File: config.mk
export PLATFORM = sky130hd
export DESIGN_NAME = frame_bank_scheduler
export DESIGN_NICKNAME = d
export VERILOG_FILES = /design/src/rtl/frame_bank_scheduler_pkg.sv /design/src/rtl/frame_bank_scheduler_bank_addr_gen.sv /design/src/rtl/frame_bank_scheduler.sv
export SDC_FILE = /design/constraint.sdc
export NUM_CORES = 1
export LEC_CHECK = 0
export ABC_AREA = 1
export CAP_MARGIN = 20
export CORE_UTILIZATION = 38
export DETAILED_ROUTE_END_ITERATION = 12
export GPL_TIMING_DRIVEN = 0
export PLACE_DENSITY = 0.69
export SLEW_MARGIN = 20
export SYNTH_ARGS = -nofsm -noshare
export SYNTH_HDL_FRONTEND = slang
export SYNTH_SLANG_ARGS = --single-unit
File: constraint.sdc
create_clock -name CLK_40 -period 1.82 [get_ports CLK_40]
set_input_delay 0.364 -clock CLK_40 [delete_from_list [all_inputs] [get_ports CLK_40]]
set_output_delay 0.364 -clock CLK_40 [all_outputs]
set_load 0.005 [all_outputs]
File: src/rtl/frame_bank_scheduler_pkg.sv
// Shared parameters and types for the frame bank scheduler.
//   VIDEO_MEM_CELL_COUNT / AUDIO_MEM_CELL_COUNT : cells per bank (one bit each)
//   DEFAULT_TIMEOUT_CYCLES                      : CLK_40 cycles allowed per fill state (1 s)
//   fbs_state_t                                 : scheduler FSM state encoding
package frame_bank_scheduler_pkg;

    localparam int VIDEO_MEM_CELL_COUNT   = 4800;
    localparam int AUDIO_MEM_CELL_COUNT   = 1024;
    localparam int DEFAULT_TIMEOUT_CYCLES = 40_000_000;

    typedef enum logic [2:0] {
        ST_IDLE      = 3'd0,
        ST_REQUEST   = 3'd1,
        ST_FILL_V    = 3'd2,
        ST_FILL_A    = 3'd3,
        ST_WAIT_SWAP = 3'd4,
        ST_ABORT     = 3'd5
    } fbs_state_t;

endpackage

File: src/rtl/frame_bank_scheduler_bank_addr_gen.sv
// Write-address counter for one memory bank.
//   CLK_40 : clock            reset : synchronous, active-high
//   clear  : force address 0 (wins over inc)
//   inc    : advance after the current cell is written; wraps to 0 after DEPTH-1
//   addr   : current write address
//   last   : addr is the final cell (DEPTH-1)
module bank_addr_gen #(
    parameter  int DEPTH = 8,
    localparam int AW    = $clog2(DEPTH)
) (
    input  logic          CLK_40,
    input  logic          reset,
    input  logic          clear,
    input  logic          inc,
    output logic [AW-1:0] addr,
    output logic          last
);

    assign last = (addr == AW'(DEPTH - 1));

    always_ff @(posedge CLK_40) begin
        if (reset || clear) begin
            addr <= '0;
        end else if (inc) begin
            addr <= last ? '0 : addr + 1'b1;
        end
    end

endmodule

File: src/rtl/frame_bank_scheduler.sv
// Frame bank scheduler: requests transfers from the SPI data FSM, steers the
// received video/audio bits into the write bank of a ping-pong pair and hands
// the freshly filled bank to the display at its frame boundary.
//   CLK_40, reset                  : clock, synchronous active-high reset
//   run                            : level, allows a new request (sampled in IDLE)
//   frame_done                     : display end-of-frame pulse
//   data_clk_rising_edge           : qualifies the data-FSM outputs below
//   video_data_ready / audio_data_ready / received_bit : data-FSM bit stream
//   start_req                      : one-cycle transfer request to the data FSM
//   rd_bank                        : bank read by the display (write bank = ~rd_bank)
//   vid_we/vid_waddr, aud_we/aud_waddr, wdata : write port into the write bank
//   bank_valid                     : sticky, a full frame has been swapped in
//   underrun                       : pulse, frame ended without a fresh bank
//   timeout_err                    : sticky, a fill was abandoned on timeout
//
// state        | meaning
// -------------+-----------------------------------------------------------
// ST_IDLE      | waiting for run
// ST_REQUEST   | start_req asserted for this single cycle
// ST_FILL_V    | accepting video bits into the write bank
// ST_FILL_A    | accepting audio bits into the write bank
// ST_WAIT_SWAP | write bank complete, waiting for frame_done to swap
// ST_ABORT     | fill timed out; partial bank discarded, addresses cleared
module frame_bank_scheduler
    import frame_bank_scheduler_pkg::*;
#(
    parameter  int VIDEO_CELLS    = VIDEO_MEM_CELL_COUNT,
    parameter  int AUDIO_CELLS    = AUDIO_MEM_CELL_COUNT,
    parameter  int TIMEOUT_CYCLES = DEFAULT_TIMEOUT_CYCLES,
    localparam int VAW            = $clog2(VIDEO_CELLS),
    localparam int AAW            = $clog2(AUDIO_CELLS),
    localparam int TW             = $clog2(TIMEOUT_CYCLES)
) (
    input  logic           CLK_40,
    input  logic           reset,
    input  logic           run,
    input  logic           frame_done,
    input  logic           data_clk_rising_edge,
    input  logic           video_data_ready,
    input  logic           audio_data_ready,
    input  logic           received_bit,
    output logic           start_req,
    output logic           rd_bank,
    output logic           vid_we,
    output logic           aud_we,
    output logic [VAW-1:0] vid_waddr,
    output logic [AAW-1:0] aud_waddr,
    output logic           wdata,
    output logic           bank_valid,
    output logic           underrun,
    output logic           timeout_err
);

    localparam logic [TW-1:0] TMR_LOAD = TW'(TIMEOUT_CYCLES - 1);

    fbs_state_t    state_q, state_d;
    logic [TW-1:0] tmr_q;
    logic          in_fill, tmr_expired, tmr_load;
    logic          vid_last, aud_last, vid_accept, aud_accept, addr_clear;

    // Down-counter loaded on fill-state entry; reaching zero marks the
    // TIMEOUT_CYCLES-th cycle spent in that state.
    assign in_fill     = (state_q == ST_FILL_V) || (state_q == ST_FILL_A);
    assign tmr_expired = in_fill && (tmr_q == '0);
    assign tmr_load    = ((state_d == ST_FILL_V) && (state_q != ST_FILL_V)) ||
                         ((state_d == ST_FILL_A) && (state_q != ST_FILL_A));

    // The write of the final cell is in flight while the state is still the
    // fill state; a strobe arriving in that cycle would overflow the bank.
    assign vid_accept = (state_q == ST_FILL_V) && data_clk_rising_edge &&
                        video_data_ready && !(vid_we && vid_last);
    assign aud_accept = (state_q == ST_FILL_A) && data_clk_rising_edge &&
                        audio_data_ready && !(aud_we && aud_last);

    assign addr_clear = (state_q == ST_ABORT) || (state_q == ST_REQUEST);

    always_ff @(posedge CLK_40) begin
        if (reset) begin
            state_q <= ST_IDLE;
        end else begin
            state_q <= state_d;
        end
    end

    always_comb begin
        state_d   = state_q;
        start_req = 1'b0;
        case (state_q)
            ST_IDLE: begin
                if (run) state_d = ST_REQUEST;
            end
            ST_REQUEST: begin
                start_req = !reset;
                state_d   = ST_FILL_V;
            end
            ST_FILL_V: begin
                // A committed final write still loses to the timeout.
                if (tmr_expired)              state_d = ST_ABORT;
                else if (vid_we && vid_last)  state_d = ST_FILL_A;
            end
            ST_FILL_A: begin
                if (tmr_expired)              state_d = ST_ABORT;
                else if (aud_we && aud_last)  state_d = ST_WAIT_SWAP;
            end
            ST_WAIT_SWAP: begin
                if (frame_done) state_d = ST_IDLE;
            end
            ST_ABORT: begin
                state_d = ST_IDLE;
            end
            default: begin
                state_d = ST_IDLE;
            end
        endcase
    end

    always_ff @(posedge CLK_40) begin
        if (reset) begin
            tmr_q <= '0;
        end else if (tmr_load) begin
            tmr_q <= TMR_LOAD;
        end else if (in_fill && (tmr_q != '0)) begin
            tmr_q <= tmr_q - 1'b1;
        end
    end

    always_ff @(posedge CLK_40) begin
        if (reset) begin
            vid_we      <= 1'b0;
            aud_we      <= 1'b0;
            wdata       <= 1'b0;
            rd_bank     <= 1'b0;
            bank_valid  <= 1'b0;
            underrun    <= 1'b0;
            timeout_err <= 1'b0;
        end else begin
            vid_we   <= vid_accept;
            aud_we   <= aud_accept;
            wdata    <= received_bit;
            underrun <= frame_done && (state_q != ST_WAIT_SWAP);
            if ((state_q == ST_WAIT_SWAP) && frame_done) begin
                rd_bank    <= ~rd_bank;
                bank_valid <= 1'b1;
            end
            if (state_d == ST_ABORT) begin
                timeout_err <= 1'b1;
            end
        end
    end

    // Address advances after the write cycle, so the strobe and the address
    // it targets are presented together.
    bank_addr_gen #(.DEPTH(VIDEO_CELLS)) u_vid_addr (
        .CLK_40 (CLK_40),
        .reset  (reset),
        .clear  (addr_clear),
        .inc    (vid_we),
        .addr   (vid_waddr),
        .last   (vid_last)
    );

    bank_addr_gen #(.DEPTH(AUDIO_CELLS)) u_aud_addr (
        .CLK_40 (CLK_40),
        .reset  (reset),
        .clear  (addr_clear),
        .inc    (aud_we),
        .addr   (aud_waddr),
        .last   (aud_last)
    );

endmodule
# ---- After elaboration in Yosys (flattened, before gate mapping)
# Cells that the tools add are included.
dict set report totals {
  regBits 59
  latchBits 0
  ramBits 0
  romBits 0
  inputBits 8
  output_inout_bits 31
  elab_cells 67
  mem_count 0
}
dict set report op_classes {
  add_sub_neg 3
  n_mul 0
  div 0
  magnitude_cmp 0
  n_eq_ne 13
  shift 0
  muxes 12
  bitwise 1
  reduce_logical 26
}
# operator count
set ops {}
lappend ops {{26-bit 2-to-1 mux} 2}
lappend ops {{26-bit zero test} 1}
lappend ops {{26-bit nonzero test} 1}
lappend ops {{26-bit by 1-bit subtractor with 26-bit output, second input constant} 1}
lappend ops {{3-bit 2-to-1 mux} 6}
lappend ops {{3-bit one-hot mux with 5 select lines} 1}
lappend ops {{1-bit logical AND} 14}
lappend ops {{13-bit by 1-bit adder with 13-bit output, second input constant} 1}
lappend ops {{13-bit == test, second input constant} 1}
lappend ops {{13-bit 2-to-1 mux} 1}
lappend ops {{3-bit by 2-bit == test with 1-bit output, second input constant} 4}
lappend ops {{10-bit by 1-bit adder with 10-bit output, second input constant} 1}
lappend ops {{10-bit == test, second input constant} 1}
lappend ops {{10-bit 2-to-1 mux} 1}
lappend ops {{3-bit == test, second input constant} 3}
lappend ops {{3-bit by 2-bit inequality test with 1-bit output, second input constant} 2}
lappend ops {{1-bit logical OR} 4}
lappend ops {{3-bit by 1-bit == test with 1-bit output, second input constant} 1}
lappend ops {{1-bit zero test} 3}
lappend ops {{3-bit zero test} 1}
lappend ops {{3-bit inequality test, second input constant} 1}
lappend ops {{2-bit nonzero test} 1}
lappend ops {{2-bit OR reduction} 1}
lappend ops {{1-bit 2-to-1 mux} 1}
lappend ops {{1-bit inverter} 1}

# ---- Longest topological paths before layout
dict set report depth {
  depth_word 9
  depth_mapped 13
  ltp_nobuf 13
}

# ---- Modules after synthesis
# From an unflattened synthesis, not the netlist that was laid out.
dict set report unflattened {
  cells_unflattened 497
  area_unflattened_um2 3434.5
}
# mod n_inst cells_per_inst area_per_inst_um2
set by_module_without_submodules {}
lappend by_module_without_submodules {frame_bank_scheduler 1 313 2215.9}
lappend by_module_without_submodules {{bank_addr_gen (u_vid_addr)} 1 105 706.9}
lappend by_module_without_submodules {{bank_addr_gen (u_aud_addr)} 1 79 511.7}

# ---- Worst setup path before layout
# Ideal clock, no wire load.
dict set report synth_timing {
  path_kind {register to register}
  start {reg u_aud_addr.addr[0]}
  end {reg tmr_q[12]}
  setup_ns 0.133
  t_arrival_ns 1.585
  t_required_ns 1.687
  slack_ns 0.101
  path_stages_with_launch 10
  n_path_buf 1
  period_less_slack_ns 1.719
  path_cell_list {dfxtp_1 ha_1 nand3_2 nor2_4 nand4_2 a21oi_2 nand4_2 nand3_4 buf_6 a21oi_2}
}
dict set report synth_via {
  elab_chain_cells 9
  word_cells_on_any_way 12
  classes_between {eq/ne (3); mux (4); reduce/logical (5)}
}
# item line_no
set synth_lines {}
lappend synth_lines {{from (decl)} frame_bank_scheduler_bank_addr_gen.sv:15} ;# output logic [AW-1:0] addr,
lappend synth_lines {{from (signal assigned)} frame_bank_scheduler_bank_addr_gen.sv:25} ;# addr <= last ? '0 : addr + 1'b1;
lappend synth_lines {{10-bit == test (*)} frame_bank_scheduler_bank_addr_gen.sv:19} ;# assign last = (addr == AW'(DEPTH - 1));
lappend synth_lines {{1-bit logical AND (*)} frame_bank_scheduler.sv:103} ;# else if (aud_we && aud_last) state_d = ST_WAIT_SWAP;
lappend synth_lines {{3-bit 2-to-1 mux (*)} frame_bank_scheduler.sv:103}
lappend synth_lines {{3-bit 2-to-1 mux (*)} frame_bank_scheduler.sv:102} ;# if (tmr_expired) state_d = ST_ABORT;
lappend synth_lines {{3-bit one-hot mux with 5 select lines (*)} frame_bank_scheduler.sv:88} ;# case (state_q)
lappend synth_lines {{3-bit by 2-bit == test with 1-bit output (on tied branches)} {frame_bank_scheduler.sv:65, frame_bank_scheduler.sv:66}}
lappend synth_lines {{1-bit logical AND (on tied branches)} {frame_bank_scheduler.sv:65, frame_bank_scheduler.sv:66}}
lappend synth_lines {{1-bit logical OR (*)} frame_bank_scheduler.sv:65} ;# assign tmr_load = ((state_d == ST_FILL_V) && (state_q != ST_FILL_V)) ||
lappend synth_lines {{26-bit 2-to-1 mux / 2-bit nonzero test (equally long branches)} --}
lappend synth_lines {{to (signal assigned)} frame_bank_scheduler.sv:123} ;# tmr_q <= tmr_q - 1'b1;
lappend synth_lines {{to (decl)} frame_bank_scheduler.sv:57} ;# logic [TW-1:0] tmr_q;
# Mark *: on every way between the ends. The rest lies on a longest branch, timed or not.
# A chain may end at the register's enable or synchronous reset.

# ---- Worst setup path in the final report
dict set report layout_timing {
  start {reg tmr_q[1]}
  end {reg tmr_q[14]}
}
dict set report layout_via {
  elab_chain_cells 8
  word_cells_on_any_way 16
  classes_between {add/sub (1); eq/ne (2); mux (5); reduce/logical (8)}
}
# item line_no
set layout_lines {}
lappend layout_lines {{26-bit zero test} frame_bank_scheduler.sv:64} ;# assign tmr_expired = in_fill && (tmr_q == '0);
lappend layout_lines {{1-bit logical AND} frame_bank_scheduler.sv:64}
lappend layout_lines {{3-bit 2-to-1 mux (on tied branches)} {frame_bank_scheduler.sv:102, frame_bank_scheduler.sv:98}}
lappend layout_lines {{3-bit one-hot mux with 5 select lines} frame_bank_scheduler.sv:88}
lappend layout_lines {{3-bit by 2-bit == test with 1-bit output (on tied branches)} {frame_bank_scheduler.sv:65, frame_bank_scheduler.sv:66}}
lappend layout_lines {{1-bit logical AND (on tied branches)} {frame_bank_scheduler.sv:65, frame_bank_scheduler.sv:66}}
lappend layout_lines {{1-bit logical OR} frame_bank_scheduler.sv:65}
lappend layout_lines {{26-bit 2-to-1 mux / 2-bit nonzero test (equally long branches)} --}
# Parallel ways exist; a longest one is shown, timed or not. The select of a mux whose other input is x is not followed.

==> results.md <==
- Non-Filler Instances: 606
- Vias in the first global route: approximately 2800
- Cell area after synthesis: 3109 um^2
- Ys Warns: 0
- Post-route minimum period: about 1.8 ns
- P per Cell Area: 774.9 nW/um^2
- Status: finished with violations
- DR WL/cell: between 10 and 15 um
- Power Internal: 2315 uW
- Switching Share: 31.33%
- First-pass GRT wire length: about 12000 um
- Initial DRC Count: 149
- Mean Syn Cell Area: approximately 7.2 um^2
- Worst Clk Skew: between 0.01 and 0.015 ns
- DRC viols: 0
- Layout cells sized above 1: approximately 28%
- Nets@finish: a little over 500
- Worst Path Max Fanout: 5
- Via/cell ratio: between 4 and 5
- Die Span X: just over 90 um
- Final setup viols: 4
- Leak: 0.001666 uW
- Final Util: between 50% and 60%
- Hold slack: about 0.33 ns
- Top_reg_cell synth: dfxtp_1
- HPWL Detailed: between 5000 and 6000 um
- Max Root-Sink Buffers: 2
- Yosys reg bits: 59
- RSZ-0062 raised after global routing: yes
- TritonCTS Sinks: 59
- Sequential element share of the synthesized area: a little under two fifths
- Final ANT Viol Nets: 0
- Gp weighted congestion: slightly below 0.9
- Root Driver: clkbuf_8
- Routed vias: roughly 3000
- Worst Path Required: slightly above 2 ns
- Post-Route WL: roughly 7800 um
- Total core area: 7807 um^2
- Final worst slack: -0.007449 ns
- Worst vdd ir: 0.5742 mV
- Grt ovf: 0
- Largest net degree at the start of global routing: 11
- Fill count: around 710
- Post-placement cell count: 568
- Post-Syn Nets: about 440
- Synth unique cells: 40
- Starting Density: roughly two fifths
- Die Y: just over 90 um
- Period utilization: 100.4%
- Fmax: roughly 550 MHz
- Max-cap violations: 0
- Area grow syn2layout: 39.92%
- Ys async rst share: 0%
- Post-synth EDFFs: 0
- Reg clk slew, reported paths: approximately 0.060 ns
- Clock latency on the worst-skew pair: 0.35 ns
- CP Class: flop to flop
- Net Sw Power: between 1000 and 1500 uW
- Violated checks: setup timing
- Pwr Total: 3371 uW
- Top Ports: 39
- Worst stage delay on the critical path: approximately 0.33 ns
- Cells along the critical path: inv_2 > ha_4 > nand3_4 > nor2_4 > nand4_1 > a21boi_2 > nor2_4 > nand3_4 > bufbuf_16 > a21oi_2
- H-tree Lvls: 3
- CP max stage cell: dfxtp_2
- Gate Count Post-Synth: around 430
- Gate power share: between 20% and 30%
- Headroom to the max-slew limit: between 40% and 50%
- Initial antenna violation count: 0
- Slew Limit Fails: 0
- Die area: ~8500 um^2
- Hold crit path type: primary input to flop
- Worst Path Arrival: just over 2 ns
- Crit. End Element: flop
- Overall Global Routing Usage: 18.37%
- Row count: 32
- Initial DRT Pass Iterations: 6
- CTS buffer count: 9
- CTS tree: built
- Clock power share: about a third
- Port Buffers: 37
- Cts-stage hold buffer count: 0
- Worst setup SP type: flop
- Hold Fails Final Rpt: 0
- TNS Setup: -0.02604 ns
- Reg power frac: a little over two fifths
- Worst-margin pin slew: ~0.76 ns
- Number of antenna diodes: 0
stage by stage:
stage	area, um^2	setup slack, ns
4_1_cts	3983	0.001507
3_3_place_gp	3607	-0.3526
6_report	4350	-0.007449
2_1_floorplan	3109	0.1013
3_5_place_dp	3607	-0.3715
5_1_grt	4350	-0.08615
critical path: cells and delay by family, from the launching register on:
family	cells	cell delay, ns
flops	1	0.33
compound gates	2	0.29
fa+ha+maj	1	0.16
simple gates	5	0.57
buf+inv	2	0.36
placed cells by master, fill, tap and decap left out, types with 2 or more instances in the layout:
cell type         n
nand4_1           9
nand3_4           5
nor3b_1           5
o21bai_1          2
dfxtp_4           2
dfxtp_1          47
nor3_1           11
xnor2_1           7
ha_4              3
nor2_4           15
clkbuf_8         10
nand4_4           3
a31oi_1           3
nor2_2           17
inv_2             7
nor2_1           65
a211oi_1          2
buf_4            17
clkbuf_2          2
nand3_1          18
dfxtp_2          10
clkinv_2          3
o21ai_0           6
xor2_1           15
buf_6             4
nand2_1          65
nand2_4           3
a21oi_1          16
nand2_8           2
a21oi_2          16
nand3_2           2
inv_1            44
clkdlybuf4s50_1  36
nand2_2           8
nor4_1            2
cell usage after synthesis (all sizes together), types with 2 or more instances:
| cell | n | area share [%] |
|---|---|---|
| nand2 | 77 | 10 |
| o21ai | 7 | 1.1 |
| nand3 | 25 | 5.1 |
| dfxtp | 59 | 38 |
| clkbuf | 3 | 0.36 |
| xnor2 | 7 | 2.0 |
| nor4 | 3 | 0.60 |
| xor2 | 15 | 4.2 |
| nand4 | 12 | 3.0 |
| buf | 2 | 0.52 |
| a21oi | 33 | 7.0 |
| nor2 | 97 | 13 |
| a211oi | 2 | 0.48 |
| nor3b | 5 | 1.2 |
| inv | 51 | 6.2 |
| or2 | 2 | 0.40 |
| a31oi | 3 | 0.60 |
| ha | 4 | 1.6 |
| nor3 | 13 | 2.3 |
| clkinv | 2 | 0.28 |
| o21bai | 2 | 0.48 |
cell families after synthesis:
logic type | synth area share (%)
AO/OA/AOI/OAI | 10.54
XOR/XNOR | 6.197
adder cells (fa/ha/maj) | 1.610
buffers and inverters | 7.324
flip-flops | 37.99
AND/OR/NAND/NOR | 36.34
registers in the layout, indices dropped and copies added (netlist names):
name / count
underrun: 1
rd_bank: 1
tmr_q: 26
wdata: 1
timeout_err: 1
u_vid_addr.addr: 13
bank_valid: 1
u_aud_addr.addr: 10
state_q: 3
aud_we: 1
vid_we: 1
layer usage:
metal / part of all wire [%] / GRT usage [%] / vias to the layer above
met5: 0 / 0 / -
met4: 1.8 / 5.469 / 0
met3: 5.1 / 5.337 / 15
met2: 50 / 31.42 / 74
met1: 44 / 22.18 / 1396
li1: - / - / 1527
area by class of cell:
cell class	count	area [um^2]	area share [%]
clock buffer	10	137.6	3.164
sequential	59	1201	27.61
multi-input combinational	313	2006	46.10
timing repair buffer	60	589.3	13.55
tap	102	127.6	2.934
clock inverter	5	53.80	1.237
inverter	53	201.4	4.630
buffer	4	33.78	0.7765
power by group through the flow:
| stage | Combinational, uW | Clock [uW] | Sequential [uW] |
|---|---|---|---|
| after floorplan | 454 | 0 | 1420 |
| after global placement | 570 | 0 | 1430 |
| after detailed placement | 582 | 0 | 1430 |
| after CTS | 655 | 1200 | 1400 |
| after global routing | 857 | 1260 | 1420 |
| final | 782 | 1180 | 1410 |
final timing paths:
path,from,to,slack [ns],cells after the start
worst min register to register,state_q[2]$_SDFF_PP0_,state_q[1]$_SDFF_PP0_,0.45,1
worst max register to register,tmr_q[1]$_SDFFE_PP0P_,tmr_q[14]$_SDFFE_PP0P_,-0.007,10
worst max-delay path,tmr_q[1]$_SDFFE_PP0P_,tmr_q[14]$_SDFFE_PP0P_,-0.007,10
worst min-delay path,reset,tmr_q[21]$_SDFFE_PP0P_,0.33,2
repair_timing:
item / 4_1_cts / 5_1_grt
gates cloned: 1 / 1
pin swaps: 5 / 21
buffers inserted: 11 / 11
gates resized for setup: 23 / 72
setup endpoints to repair: 26 / 36
Power figures use the tool's default switching activity.
